## config.mk

```make
export PLATFORM = sky130hd
export DESIGN_NAME = async_queue_sink_param
export DESIGN_NICKNAME = d
export VERILOG_FILES = /design/src/rtl/async_queue_pkg.sv /design/src/rtl/async_queue_sink_param_sync.sv /design/src/rtl/async_queue_sink_param.sv
export SDC_FILE = /design/constraint.sdc
export NUM_CORES = 1
export LEC_CHECK = 0
export BUFFER_PORTS_ARGS = -buffer_cell sky130_fd_sc_hd__clkbuf_2
export CAP_MARGIN = 5
export CORE_UTILIZATION = 43
export DETAILED_ROUTE_END_ITERATION = 10
export HOLD_SLACK_MARGIN = 0.12
export PLACE_DENSITY = 0.8
export SLEW_MARGIN = 20
export SYNTH_ARGS = -nofsm -noshare
export SYNTH_HDL_FRONTEND = slang
export SYNTH_HIERARCHICAL = 1
export SYNTH_SLANG_ARGS = --single-unit
```

## constraint.sdc

```tcl
create_clock -name clock -period 3.9 [get_ports clock]
set_input_delay 0.195 -clock clock [delete_from_list [all_inputs] [get_ports clock]]
set_output_delay 0.195 -clock clock [all_outputs]
set_load 0.005 [all_outputs]
```

## src/rtl/async_queue_pkg.sv

```systemverilog
// Shared helpers for the clock-crossing queue: Gray conversion and parameter range limits.
package async_queue_pkg;

    localparam int unsigned SYNC_MIN      = 2;
    localparam int unsigned SYNC_MAX      = 4;
    localparam int unsigned LOG_DEPTH_MAX = 6;
    localparam int unsigned PTR_W_MAX     = LOG_DEPTH_MAX + 1;

    typedef logic [PTR_W_MAX-1:0] ptr_t;

    // Narrower pointers are zero-extended into ptr_t; leading zeros leave both conversions intact.
    function automatic ptr_t bin2gray(input ptr_t b);
        return b ^ (b >> 1);
    endfunction

    function automatic ptr_t gray2bin(input ptr_t g);
        ptr_t b;
        b[PTR_W_MAX-1] = g[PTR_W_MAX-1];
        for (int i = PTR_W_MAX - 2; i >= 0; i--) begin
            b[i] = b[i+1] ^ g[i];
        end
        return b;
    endfunction

    function automatic logic params_legal(input int unsigned log_depth, input int unsigned sync);
        return (log_depth <= LOG_DEPTH_MAX) && (sync >= SYNC_MIN) && (sync <= SYNC_MAX);
    endfunction

endpackage

```

## src/rtl/async_queue_sink_param_sync.sv

```systemverilog
// Multi-flop synchroniser for one crossing bus; every stage clears on reset.
module async_sync_chain #(
    parameter int unsigned WIDTH  = 1,
    parameter int unsigned STAGES = 2
) (
    input  logic             clk_i,
    input  logic             rst_ni,
    input  logic [WIDTH-1:0] d_i,
    output logic [WIDTH-1:0] q_o
);

    logic [STAGES-1:0][WIDTH-1:0] sync_d, sync_q;

    always_comb begin
        sync_d = {sync_q[STAGES-2:0], d_i};
    end

    always_ff @(posedge clk_i or negedge rst_ni) begin
        if (!rst_ni) begin
            sync_q <= '0;
        end else begin
            sync_q <= sync_d;
        end
    end

    assign q_o = sync_q[STAGES-1];

endmodule

```

## src/rtl/async_queue_sink_param.sv

```systemverilog
// Sink (dequeue) half of the clock-crossing queue with source/sink presence handshake.
// Define ASYNC_QUEUE_SINK_OCCUPANCY_EN to add the registered occupancy output.
module async_queue_sink_param
    import async_queue_pkg::*;
#(
    parameter int unsigned WIDTH     = 16,
    parameter int unsigned LOG_DEPTH = 3,
    parameter int unsigned SYNC      = 3
) (
    input  logic                               clock,
    input  logic                               reset_n,
    input  logic [(WIDTH << LOG_DEPTH)-1:0]    mem,
    input  logic [LOG_DEPTH:0]                 widx_gray,
    output logic [LOG_DEPTH:0]                 ridx_gray,
    input  logic                               source_valid,
    output logic                               sink_valid,
    output logic                               deq_valid,
    input  logic                               deq_ready,
`ifdef ASYNC_QUEUE_SINK_OCCUPANCY_EN
    output logic [LOG_DEPTH:0]                 occupancy,
`endif
    output logic [WIDTH-1:0]                   deq_bits
);

    localparam int unsigned Depth = 1 << LOG_DEPTH;
    localparam int unsigned PtrW  = LOG_DEPTH + 1;
    localparam int unsigned IdxW  = (LOG_DEPTH > 0) ? LOG_DEPTH : 1;

    if (!params_legal(LOG_DEPTH, SYNC)) begin : g_bad_params
        $error("async_queue_sink_param: LOG_DEPTH must be 0..6 and SYNC 2..4");
    end

    logic [PtrW-1:0] widx_s;
    logic            source_ready;

    async_sync_chain #(
        .WIDTH (PtrW),
        .STAGES(SYNC)
    ) u_widx_sync (
        .clk_i (clock),
        .rst_ni(reset_n),
        .d_i   (widx_gray),
        .q_o   (widx_s)
    );

    async_sync_chain #(
        .WIDTH (1),
        .STAGES(SYNC)
    ) u_valid_sync (
        .clk_i (clock),
        .rst_ni(reset_n),
        .d_i   (source_valid),
        .q_o   (source_ready)
    );

    logic [WIDTH-1:0] entries [Depth];
    for (genvar i = 0; i < Depth; i++) begin : g_entry
        assign entries[i] = mem[i*WIDTH +: WIDTH];
    end

    logic [PtrW-1:0]  ridx_bin_d, ridx_bin_q;
    logic [PtrW-1:0]  ridx_gray_d, ridx_gray_q;
    logic             deq_valid_d, deq_valid_q;
    logic [WIDTH-1:0] deq_bits_d, deq_bits_q;
    logic             sink_valid_d, sink_valid_q;

    logic             fire;
    logic             load;
    logic [PtrW-1:0]  ridx_next;
    logic [PtrW-1:0]  ridx_gray_next;
    logic [IdxW-1:0]  rd_idx;

    // Losing the source collapses the pointer to zero, discarding queued entries and any fire.
    always_comb begin
        fire           = deq_valid_q & deq_ready;
        ridx_next      = source_ready ? ridx_bin_q + PtrW'(fire) : '0;
        ridx_gray_next = PtrW'(bin2gray(ptr_t'(ridx_next)));
        load           = source_ready & (ridx_gray_next != widx_s);
        ridx_bin_d     = ridx_next;
        ridx_gray_d    = ridx_gray_next;
        deq_valid_d    = load;
        sink_valid_d   = 1'b1;
    end

    if (LOG_DEPTH == 0) begin : g_idx_single
        assign rd_idx = '0;
    end else begin : g_idx
        assign rd_idx = ridx_next[IdxW-1:0];
    end

    always_comb begin
        deq_bits_d = load ? entries[rd_idx] : deq_bits_q;
    end

    always_ff @(posedge clock or negedge reset_n) begin
        if (!reset_n) begin
            ridx_bin_q   <= '0;
            ridx_gray_q  <= '0;
            deq_valid_q  <= 1'b0;
            deq_bits_q   <= '0;
            sink_valid_q <= 1'b0;
        end else begin
            ridx_bin_q   <= ridx_bin_d;
            ridx_gray_q  <= ridx_gray_d;
            deq_valid_q  <= deq_valid_d;
            deq_bits_q   <= deq_bits_d;
            sink_valid_q <= sink_valid_d;
        end
    end

    assign ridx_gray  = ridx_gray_q;
    assign deq_valid  = deq_valid_q;
    assign deq_bits   = deq_bits_q;
    assign sink_valid = sink_valid_q;

`ifdef ASYNC_QUEUE_SINK_OCCUPANCY_EN
    logic [PtrW-1:0] occupancy_d, occupancy_q;

    // Stale widx_s can only under-count, so the reported value never exceeds the true fill.
    always_comb begin
        occupancy_d = source_ready ? PtrW'(gray2bin(ptr_t'(widx_s))) - ridx_next : '0;
    end

    always_ff @(posedge clock or negedge reset_n) begin
        if (!reset_n) begin
            occupancy_q <= '0;
        end else begin
            occupancy_q <= occupancy_d;
        end
    end

    assign occupancy = occupancy_q;
`endif

endmodule

```

; After elaboration in Yosys (flattened, before gate mapping)
; Index checks and enable logic that the tools add are counted.
[word_totals]
regBits = 41
in_bits = 136
out_inout_bits = 22
wordCells = 22
[classes]
n_addsub = 1
magnitude_cmp = 1
n_eq_ne = 1
n_mux = 4
bitwise_logic = 4
[ops]
columns = operator, count
row1 = binary-select mux 16 bit (select 3 bit), 1
row2 = 2-to-1 mux 16 bit, 2
row3 = adder 4 x 1 -> 4 bit, 1
row4 = "greater-or-equal comparator 4 bit, second input constant", 1
row5 = 2-to-1 mux 4 bit, 1
row6 = inequality test 4 bit, 1
row7 = NOT 3 -> 4 bit, 1
row8 = bitwise XOR 4 x 3 -> 4 bit, 1
row9 = AND 1 bit, 2

; Depth between registers and ports, before layout
; Gate-level depths: netlist of the first run.
[logic_depth]
depth_word = 7
ltp_mapped = 10

; Cells and area by module
; The synthesis of the first run kept the hierarchy.
[by_module_without_submodules]
columns = module, n_inst, cells_each, area_per_inst_um2, seq_area_each_um2
row1 = async_queue_sink_param, 1, 203, 2089.5, 625.6
row2 = async_sync_chain at u_widx_sync, 1, 12, 300.3, 300.3
row3 = async_sync_chain at u_valid_sync, 1, 3, 75.1, 75.1

; Least setup slack after synthesis of the first run
; No wires, ideal clock.
[synth_path]
path_type = reg-to-reg
from = reg deq_valid_q, in the netlist deq_valid
to = reg deq_bits_q[0], in the netlist deq_bits[0]
t_arrival_ns = 2.603
required_time_ns = 3.775
slack_ns = 1.172
path_stages_with_launch = 10
n_path_buf = 1
period_less_slack_ns = 2.728
path_cell_list = dfrtp_1 > and2_1 > ha_1 > ha_1 > xor2_1 > and2_1 > xor2_1 > o41ai_4 > buf_6 > mux2_4
[synth_between]
elab_cells_between_ends = 10
[synth_rtl]
columns = element, line
row1 = "start, declared", async_queue_sink_param.sv:63  ; logic deq_valid_d, deq_valid_q;
row2 = "start signal, assigned", async_queue_sink_param.sv:105  ; deq_valid_q <= deq_valid_d;
row3 = AND 1 bit, async_queue_sink_param.sv:75  ; fire = deq_valid_q & deq_ready;
row4 = adder 4 x 1 -> 4 bit, async_queue_sink_param.sv:76  ; ridx_next = source_ready ? ridx_bin_q + PtrW'(fire) : '0;
row5 = 2-to-1 mux 4 bit, async_queue_sink_param.sv:76
row6 = bitwise XOR 4 x 3 -> 4 bit, async_queue_pkg.sv:13  ; return b ^ (b >> 1);
row7 = named net ridx_gray_d[0], async_queue_sink_param.sv:62  ; logic [PtrW-1:0] ridx_gray_d, ridx_gray_q;
row8 = inequality test 4 bit, async_queue_sink_param.sv:78  ; load = source_ready & (ridx_gray_next != widx_s);
row9 = AND 1 bit, async_queue_sink_param.sv:78
row10 = "end signal, assigned", async_queue_sink_param.sv:106  ; deq_bits_q <= deq_bits_d;
row11 = "end, declared", async_queue_sink_param.sv:64  ; logic [WIDTH-1:0] deq_bits_d, deq_bits_q;
; The timed path passes the listed nets, and every way through them passes these cells. The select of a mux whose other input is x is not followed.
; A chain may end at the register's enable or synchronous reset.

; Worst setup path in the final report of the first run
[layout_path]
from = reg deq_valid_q, in the netlist deq_valid
to = reg deq_bits_q[7], in the netlist deq_bits[7]
; The elaborated chain is that of the path after synthesis.

==> results of run 1 <==
## worst max-delay path: stages (launching register included)
cell and delay (ps):
dfrtp_1 380, and2_1 160, ha_2 630, xor2_1 140, and2_1 210, xor2_1 170
o41ai_4 320, buf_4 340, mux2_2 380
## repair_timing
item | CTS | global route
buffers inserted | 0 | 0
endpoints found under the hold margin | 45 | 0
hold buffers | 6 | 0
resized for setup | 0 | 0
## stage by stage
stage | setup WS [ps] | hold slack [ps]
floorplan | 1170 | -101
global placement | 1150 | 303
detailed placement | 1030 | 305
CTS | 992 | 342
global route | 911 | 359
finish | 1060 | 343
## registers in the layout, indices dropped and copies added, names as in the netlist
signal / count
u_widx_sync/q_o: 4
u_widx_sync/sync_d: 8
deq_valid: 1
u_valid_sync/q_o: 1
u_valid_sync/sync_d: 2
sink_valid: 1
ridx_bin_q: 4
deq_bits: 16
ridx_gray: 3
## layout make-up
cell class	instances	area (sq um)	share of cell area
multi-input cells	157	1360	0.394
flip-flops and latches	40	1000	0.290
repair buffers	167	876	0.254
well taps	72	90.1	0.0261
clock buffers	5	68.8	0.0199
clock inverters	3	46.3	0.0134
inverters	3	11.3	0.00326
## routing by layer
metal / track usage / up-vias / wire length (um)
li1: - / 1134 / -
met1: 0.248 / 1101 / 2600
met2: 0.476 / 144 / 3920
met3: 0.0682 / 7 / 592
met4: 0.0660 / 0 / 83
met5: 0 / - / 0
## power groups by stage
stage | clock network, W | registers, W | logic, W
global placement | 0 | 0.000500 | 0.000381
global route | 0.000371 | 0.000498 | 0.000428
detailed placement | 0 | 0.000500 | 0.000392
finish | 0.000341 | 0.000493 | 0.000392
floorplan | 0 | 0.000498 | 0.000227
CTS | 0.000350 | 0.000493 | 0.000397
## logic make-up after synthesis
logic type / after synthesis
AO/OA/AOI/OAI: 66
XOR/XNOR: 9
adder cells (fa/ha/maj): 2
buffers and inverters: 21
flip-flops: 40
multiplexers: 49
other: 1
AND/OR/NAND/NOR: 30
## final timing paths
check                                       from                endpoint  slack, ps  cells past startpoint
setup / recovery                       deq_valid             deq_bits[7]       1060                      8
setup reg to reg                       deq_valid             deq_bits[7]       1060                      8
hold reg to reg            u_widx_sync/sync_d[6]  u_widx_sync/sync_d[10]        350                      0
min in group asynchronous                reset_n   u_widx_sync/sync_d[7]        550                      2
max in group asynchronous                reset_n           ridx_bin_q[3]       2810                      2
hold / removal                          mem[127]            deq_bits[15]        340                      4
## cell usage in the layout, fill, tap and decap left out, types with 4 or more instances in the layout
cell type and n:
clkbuf_2 156, dfrtp_1 40, mux2_2 23, mux2i_1 17, a222oi_1 16, nor2b_1 16, a21oi_1 16, o22a_1 16
o21ai_0 16, mux2_4 9, dlygate4sd3_1 6, xor2_1 5, clkbuf_8 5, and2_1 4, nand2_1 4, buf_4 4
==> summary.md, run 1 <==
| Metric | Value |
|---|---|
| Outcome | `finished clean` |
| Max-slew headroom | `0.430` |
| Detailed placement HPWL | `5680 um` |
| Ys async rst share | `1.00` |
| Post-synthesis adder-cell area fraction | `0.0102` |
| Filler Cells Inserted | `454` |
| Largest family of logic cells by synthesized area | `multiplexers` |
| Detailed Route WL | `7200 um` |
| Core area | `5510 sq um` |
| Area post-placement | `3270 sq um` |
| Final Instance Area | `3450 sq um` |
| 1st-iter DRT viols | `123` |
| Max Clk Rate | `352 MHz` |
| ANT nets after route | `0` |
| Avg Cell Area, Syn | `11.3 sq um` |
| H-tree depth | `2` |
| Post-synthesis simple-gate area fraction | `0.0711` |
| # IOs | `158` |
| Clock Skews | `4.88 ps` |
| Setup Total Neg Slack | `0 ps` |
| Reg clk slew, reported paths | `80 ps` |
| First-pass GRT wire length | `11100 um` |
| Largest cells by area after synthesis | `dfrtp_1 41%, mux2_2 11%, mux2i_1 6.9%` |
| Least-Margin Pin Slew | `855 ps` |
| Worst endpoint data arrival time | `3020 ps` |
| Overall power | `0.00123 W` |
| CTS max path bufs | `2` |
| Max-cap check violation count | `0` |
| Routed vias/inst | `5.34` |
| Fin. Hold Viols | `0` |
| Root buf cell | `clkbuf_8` |
| Synth warn | `6` |
| Top-count cell post-synth | `dfrtp_1` |
| Routability cong. | `0.769` |
| Sequential-to-total area share from yosys stat | `0.406` |
| Vias | `2386` |
| Share of cells above drive strength 1 | `0.552` |
| Post-Synthesis Cells | `218` |
| Comb power frac | `0.320` |
| Xor/xnor share of the synthesized area | `0.0350` |
| Inserted Clock Buffers | `5` |
| Post-Place Cells | `433` |
| Starting Density | `0.448` |
| Int Pwr | `0.000880 W` |
| IO Port Bufs | `157` |
| Syn nets | `356` |
| #FFs+latches synth | `40` |
| Drt wl/cell | `16.1 um` |
| NetSw | `0.000347 W` |
| Clock Latency Late Sink | `290 ps` |
| Die Area | `6040 sq um` |
| Maximum vdd drop | `0.000232 V` |
| Most used DFF post-synth | `dfrtp_1` |
| Clock Sinks | `40` |
| HP Class | `in -> reg` |
| Number of synthesized flops with an enable pin | `0` |
| Crit end category | `flip-flop` |
| Max FO, Critical Path | `21` |
| Mapped cell area | `2460 sq um` |
| Commonest cells post-synth | `40 x dfrtp_1, 23 x mux2_2, 17 x mux2i_1` |
| Final setup viols | `0` |
| Global Route Usage Sum | `0.243` |
| Sequential cell fraction of total power | `0.402` |
| Crit path kind | `reg -> reg` |
| Final non-filler cell total | `447` |
| Util after Layout | `0.627` |
| Die Span Y | `77.7 um` |
| Row Count | `27` |
| Final Critical Period | `2840 ps` |
| Initial antenna violation count | `0` |
| Yosys top cell by area | `dfrtp_1` |
| Die width | `77.7 um` |
| Required @ worst endpoint | `4080 ps` |
| Fin crit share | `0.728` |
| Switching Share | `0.283` |
| Clock share of power | `0.278` |
| RSZ-0062 raised after global routing | `false` |
| Post-synthesis mux area share | `0.229` |
| PwrDens | `355 nW/um^2` |
| Vias in the first global route | `2457` |
| Ant diodes | `0` |
| Final nets | `512` |
| Setup crit start kind | `flip-flop` |
| Area Growth Syn to Fin | `40.1%` |
| CTS tree | `built` |
| Synth Area in Compound Gates | `0.203` |
| GRT overflow | `0` |
| Yosys top cell area share | `0.406` |
| Drc violations | `0` |
| Largest net degree at the start of global routing | `41` |
| Static leakage | `1.81 nW` |
| Netlist cell types | `28` |
| First drt pass iteration count | `5` |
| Max-slew violations | `0` |
Power figures use the tool's default switching activity.
==> run 2, diff against run 1 <==
--- a/config.mk
+++ b/config.mk
@@ -5,12 +5,13 @@
 export SDC_FILE = /design/constraint.sdc
 export NUM_CORES = 1
 export LEC_CHECK = 0
+export ABC_AREA = 1
 export BUFFER_PORTS_ARGS = -buffer_cell sky130_fd_sc_hd__clkbuf_2
 export CAP_MARGIN = 5
-export CORE_UTILIZATION = 43
+export CORE_UTILIZATION = 40
 export DETAILED_ROUTE_END_ITERATION = 10
 export HOLD_SLACK_MARGIN = 0.12
-export PLACE_DENSITY = 0.8
+export PLACE_DENSITY = 0.76
 export SLEW_MARGIN = 20
 export SYNTH_ARGS = -nofsm -noshare
 export SYNTH_HDL_FRONTEND = slang
==> constraint.sdc (replaced) <==
create_clock -name clock -period 2.6 [get_ports clock]
set_input_delay 0.13 -clock clock [delete_from_list [all_inputs] [get_ports clock]]
set_output_delay 0.13 -clock clock [all_outputs]
set_load 0.005 [all_outputs]
==> run 2 against run 1 <==
  * Highest routed layer unchanged
  * Critical endpoint is now deq_bits[2]
  * Sequential share of layout area shrank 1.9 points
  * Design area grew 7.1%
  * Sequential power grew 46%
  * Count of clock-buffer cells in the layout is the same
  * Fmax grew 20%
==> summary.md, run 2 <==
| Metric | Value |
|---|---|
| Reg2reg start | `deq_valid` |
| Maximum vdd drop | `0.000216 V` |
| #FFs+latches synth | `40` |
| Synth warn | `6` |
| Clock Latency Late Sink | `300 ps` |
| Largest cells by area after synthesis | `dfrtp_1 36%, nand2_1 11%, o21ai_0 11%` |
| # IOs | `158` |
| CTS max path bufs | `2` |
| Outcome | `finished clean` |
| CP endpoint | `deq_bits[2]` |
| Final non-filler cell total | `615` |
| Post-Synthesis Cells | `385` |
| CTS tree | `built` |
| Fin. Hold Viols | `0` |
| Max-slew headroom | `0.394` |
| Starting Density | `0.412` |
| Clock Sinks | `40` |
| Slowest cell on crit path | `dfrtp_1` |
| Netlist cell types | `28` |
| IO Port Bufs | `157` |
| 1st-iter DRT viols | `148` |
| Drt wl/cell | `14.7 um` |
| Max Clk Rate | `424 MHz` |
| Clock Skews | `9.90 ps` |
| Die width | `85.4 um` |
| Die Area | `7300 sq um` |
| Routed vias/inst | `5.13` |
| Drc violations | `0` |
| Share of cells above drive strength 1 | `0.402` |
| Reg clk slew, reported paths | `90 ps` |
| Top-count cell post-synth | `nand2_1` |
| Max-slew violations | `0` |
| Syn nets | `523` |
| Most used cell, CP | `nand2_1` |
| Final Critical Period | `2360 ps` |
| Static leakage | `2.02 nW` |
| Most used DFF post-synth | `dfrtp_1` |
| Mapped cell area | `2790 sq um` |
| Area Growth Syn to Fin | `32.7%` |
| GRT overflow | `0` |
| ANT nets after route | `0` |
| Avg Cell Area, Syn | `7.23 sq um` |
| Die Span Y | `85.4 um` |
| Post-Place Cells | `601` |
| Worst endpoint data arrival time | `2600 ps` |
| Core area | `6760 sq um` |
| Commonest cells after routing, fill and taps aside | `156 x clkbuf_2, 83 x nand2_1, 60 x o21ai_0` |
| Ant diodes | `0` |
| Largest net degree at the start of global routing | `42` |
| Fin crit share | `0.907` |
| Critical Path Start | `deq_valid` |
| Max FFs per register | `16` |
| R2R Setup Slk | `240 ps` |
| Max FO, Critical Path | `31` |
| First drt pass iteration count | `6` |
| Inserted Clock Buffers | `5` |
| Row Count | `30` |
| Setup Total Neg Slack | `0 ps` |
| Reg2Reg Capture Point | `deq_bits[2]` |
| Crit end category | `flip-flop` |
| Yosys top cell area share | `0.359` |
| Ys async rst share | `1.00` |
| Detailed Route WL | `9030 um` |
| Sequential-to-total area share from yosys stat | `0.359` |
| Global Route Usage Sum | `0.260` |
| H-tree depth | `2` |
| Commonest cells post-synth | `83 x nand2_1, 60 x o21ai_0, 49 x nor2_1` |
| Crit path kind | `reg -> reg` |
| PwrDens | `439 nW/um^2` |
| Critical Path, Cell by Cell | `nand2_1 > inv_1 > ha_1 > ha_1 > nand2_4 > inv_8 > nand2_4 > nand2_4 > nand2_1 > nand2_1 > nand3_2 > nor2_4 > nand2_4 > nand2_8 > nand2_1 > nand2_1` |
| Root buf cell | `clkbuf_8` |
| Filler Cells Inserted | `685` |
| Commonest non-fill, non-tap cell in the layout | `clkbuf_2` |
| Number of synthesized flops with an enable pin | `0` |
| CP max stage delay | `390 ps` |
| Routability cong. | `0.816` |
| Vias in the first global route | `3118` |
| RSZ-0062 raised after global routing | `false` |
| Least-Margin Pin Slew | `908 ps` |
| Vias | `3155` |
| HP Class | `in -> reg` |
| First-pass GRT wire length | `14500 um` |
| Detailed placement HPWL | `6870 um` |
| Final setup viols | `0` |
| Max-cap check violation count | `0` |
| Final nets | `672` |
| Required @ worst endpoint | `2840 ps` |
| Setup crit start kind | `flip-flop` |
| R2r worst-path depth | `16` |
| Initial antenna violation count | `0` |
| Yosys top cell by area | `dfrtp_1` |
run 2: report_power, final:
| group | internal, W | total [W] | switching, W |
|---|---|---|---|
| clock network | 0.000187 | 0.000417 | 0.000230 |
| logic | 0.000220 | 0.000484 | 0.000265 |
| registers | 0.000679 | 0.000721 | 0.0000418 |
run 2: per-layer routing:
layer	track usage	up-vias	share of wire
met3	0.0516	18	0.049
met4	0.105	0	0.029
li1	-	1581	-
met1	0.285	1434	0.39
met5	0	-	0
met2	0.487	122	0.54
run 2: how the worst min path moves through the flow:
stage                                start                    end  slack [ps]  cells after the start
floorplan                          reset_n            deq_bits[0]        -170                      0
global placement              widx_gray[3]  u_widx_sync/sync_d[7]         240                      1
detailed placement            widx_gray[3]  u_widx_sync/sync_d[7]         240                      1
CTS                                mem[55]            deq_bits[7]         320                      7
global route        u_valid_sync/sync_d[2]       u_valid_sync/q_o         360                      0
finish                             mem[55]            deq_bits[7]         330                      7
run 2: critical path: cells and delay by family (launching register included):
kind,cells,cell delay (ps)
simple gates,12,1110
fa+ha+maj,2,580
flops,1,390
buf+inv,2,210
run 2: cell families (layout without fill, tap and decap cells):
family | after synthesis | after routing | share of synthesized area
simple gates | 203 | 203 | 0.358
other cells | 1 | 1 | 0.00135
fa+ha+maj | 2 | 2 | 0.00898
flops | 40 | 40 | 0.359
buf+inv | 43 | 193 | 0.0854
compound gates | 96 | 96 | 0.187
run 2: timing repair:
action / 4_1_cts / 5_1_grt
setup endpoints to repair: 0 / 17
gates resized for setup: 0 / 2
hold endpoints to repair: 45 / 0
hold buffers: 6 / 0
setup buffers: 0 / 0
run 2: final cells by class:
| class | instances | area, sq um | area share |
|---|---|---|---|
| Tap cell | 80 | 100 | 0.0271 |
| Clock inverter | 3 | 18.8 | 0.00508 |
| Multi-Input combinational cell | 302 | 1550 | 0.418 |
| Timing Repair Buffer | 170 | 898 | 0.243 |
| Clock buffer | 5 | 68.8 | 0.0186 |
| Sequential cell | 40 | 1000 | 0.271 |
| Inverter | 15 | 63.8 | 0.0173 |
run 2: metrics by stage:
step | worst slack, ps | utilization | power (W) | hold slack (ps) | area (sq um)
floorplan | 575 | - | 0.000994 | -166 | 2790
global placement | 283 | 0.525 | 0.00121 | 242 | 3540
detailed placement | 176 | 0.525 | 0.00121 | 240 | 3540
CTS | 167 | 0.546 | 0.00164 | 323 | 3690
global route | 5.84 | 0.547 | 0.00173 | 359 | 3700
finish | 242 | 0.547 | 0.00162 | 331 | 3700
==> run 3, diff against run 2 <==
--- a/config.mk
+++ b/config.mk
@@ -8,10 +8,11 @@
 export ABC_AREA = 1
 export BUFFER_PORTS_ARGS = -buffer_cell sky130_fd_sc_hd__clkbuf_2
 export CAP_MARGIN = 5
+export CORE_ASPECT_RATIO = 0.6
 export CORE_UTILIZATION = 40
 export DETAILED_ROUTE_END_ITERATION = 10
 export HOLD_SLACK_MARGIN = 0.12
-export PLACE_DENSITY = 0.76
+export PLACE_DENSITY_LB_ADDON = 0.15
 export SLEW_MARGIN = 20
 export SYNTH_ARGS = -nofsm -noshare
 export SYNTH_HDL_FRONTEND = slang
==> run 3 against run 2 <==
  * First-iteration DRC count stayed put
  * Core utilization is 2.2 points higher
  * Sequential share of layout area is 0.83 points lower
  * Count of clock-buffer cells in the layout stayed put
  * Non-clock buffer count is 1 higher
  * Clock skew is 4.9 ps lower
  * Via count is 0.98% lower
  * Combinational power is 2% lower
  * Worst setup slack worse by 14 ps
  * Design area is 3.1% higher
  * Power is 17% higher
  * Clock power is 67% higher
  * Largest cell class unchanged
  * Highest routed layer unchanged
==> summary.md, run 3 (synthesized netlist as in run 2, its figures left out) <==
| Metric | Value |
|---|---|
| Max-slew headroom | `0.632` |
| Die Span Y | `66.6 um` |
| Setup Total Neg Slack | `0 ps` |
| Top routing layer in use | `met4` |
| Clock Skews | `4.97 ps` |
| Die Area | `7310 sq um` |
| WHS | `277 ps` |
| Setup bufs post-CTS | `0` |
| Max FO, Critical Path | `49` |
| Initial antenna violation count | `0` |
| Commonest cells after routing, fill and taps aside | `157 x clkbuf_2, 83 x nand2_1, 60 x o21ai_0` |
| CTS max path bufs | `2` |
| Most used cell, CP | `nand2_1` |
| Filler Cells Inserted | `651` |
| Crit end category | `flip-flop` |
| Inserted Clock Buffers | `5` |
| Critical Path, Cell by Cell | `nand2_1 > inv_1 > ha_1 > ha_1 > nand2_4 > inv_4 > buf_4 > o21ai_0 > o22ai_1 > nand2_1 > nand2_1 > nand3_1 > nand2_1` |
| Drt wl/cell | `13.4 um` |
| Vias | `3124` |
| Commonest non-fill, non-tap cell in the layout | `clkbuf_2` |
| Ant diodes | `0` |
| Worst endpoint data arrival time | `2600 ps` |
| Crit path kind | `reg -> reg` |
| CP max stage delay | `370 ps` |
| Row Count | `23` |
| Clock Latency Late Sink | `280 ps` |
| Final Instance Area | `3810 sq um` |
| Maximum vdd drop | `0.000263 V` |
| Multi-input gate area | `1550 sq um` |
| Reg2Reg Capture Point | `deq_bits[1]` |
| R2R Setup Slk | `230 ps` |
| H-tree depth | `2` |
| Final setup viols | `0` |
| Util after Layout | `0.569` |
| Area Growth Syn to Fin | `36.9%` |
| Least-Margin Pin Slew | `552 ps` |
| Drc violations | `0` |
| Vias in the first global route | `2800` |
| ANT nets after route | `0` |
| Detailed Route WL | `8360 um` |
| Max-slew violations | `0` |
| Max FFs per register | `16` |
| IO Port Bufs | `157` |
| Area post-placement | `3570 sq um` |
| First drt pass iteration count | `4` |
| Metal-1 WL | `3940 um` |
| Register Area | `1000 sq um` |
| # IOs | `158` |
| Root buf cell | `clkbuf_16` |
| Reg clk slew, reported paths | `60 ps` |
| Slowest cell on crit path | `dfrtp_1` |
| Starting Density | `0.415` |
| Met3 wire len | `591 um` |
| GRT overflow | `0` |
| CTS tree | `built` |
| Setup crit start kind | `flip-flop` |
| PwrDens | `497 nW/um^2` |
| Core area | `6710 sq um` |
| First-pass GRT wire length | `13200 um` |
| HP Class | `in -> async` |
| Final Critical Period | `2370 ps` |
| Global Route Usage Sum | `0.237` |
| Fin. Hold Viols | `0` |
| Share of cells above drive strength 1 | `0.403` |
| Static leakage | `2.07 nW` |
| Final nets | `673` |
| RSZ-0062 raised after global routing | `false` |
| Max Clk Rate | `422 MHz` |
| Routability cong. | `0.850` |
| R2r worst-path depth | `13` |
| Fin crit share | `0.912` |
| Largest net degree at the start of global routing | `66` |
| Required @ worst endpoint | `2820 ps` |
| Max-cap check violation count | `0` |
| 1st-iter DRT viols | `148` |
| Reg2reg start | `deq_valid` |
| Routed vias/inst | `5.01` |
| Outcome | `finished clean` |
| Clock Sinks | `40` |
| Die width | `110 um` |
| Met2 routed WL | `3740 um` |
| Detailed placement HPWL | `6250 um` |
-- run 3: cell types whose count changed in the layout (fill, tap and decap cells not counted) --
cell | before | now
buf_12 | 0 | 2
buf_2 | 1 | 0
buf_4 | 7 | 6
bufinv_16 | 0 | 1
clkbuf_16 | 0 | 5
clkbuf_2 | 156 | 157
clkbuf_8 | 5 | 0
clkinv_2 | 2 | 1
clkinv_4 | 1 | 0
clkinvlp_4 | 0 | 1
inv_4 | 0 | 1
inv_8 | 1 | 0
-- run 3: layer usage --
metal,GRT usage,vias up
li1,-,1582
met2,0.404,121
met1,0.306,1409
met5,0,-
met4,0.0600,0
met3,0.0479,12
-- run 3: how the worst max path moves through the flow --
stage | cells after the start | endpoint | startpoint | slack [ps]
finish | 13 | deq_bits[1] | deq_valid | 230
CTS | 13 | deq_bits[5] | deq_valid | 240
detailed placement | 16 | deq_bits[5] | deq_valid | 270
global placement | 13 | deq_bits[1] | deq_valid | 300
floorplan | 15 | deq_valid | deq_valid | 580
global route | 13 | deq_bits[14] | deq_valid | 20
-- run 3: stage by stage --
step	power (W)	setup WS, ps	cells
finish	0.00190	229	623
global route	0.00200	18.6	623
CTS	0.00191	236	622
detailed placement	0.00120	271	608
global placement	0.00120	303	608
floorplan	0.000994	575	385
-- run 3: timing repair --
action	in CTS	in global routing
endpoints found under the hold margin	45	0
hold buffers	6	0
endpoints found under the setup margin	0	0
gates resized for setup	0	0
-- run 3: area by class of cell --
type | count | share of cell area
clock buffer | 5 | 0.0328
clock inverter | 3 | 0.0112
inverter | 15 | 0.0154
multi-input combinational | 302 | 0.406
sequential | 40 | 0.262
tap | 87 | 0.0285
timing repair buffer | 171 | 0.244
-- run 3: power by group --
part / internal, W / total, W / switching, W
sequential: 0.000681 / 0.000725 / 0.0000442
combinational: 0.000223 / 0.000475 / 0.000251
clock: 0.000451 / 0.000697 / 0.000247
-- run 3: worst max-delay path, delay by kind of cell (launching register included) --
kind | cells | cell delay [ps]
buf+inv | 3 | 500
fa+ha+maj | 2 | 550
compound gates | 2 | 400
simple gates | 6 | 450
flops | 1 | 370
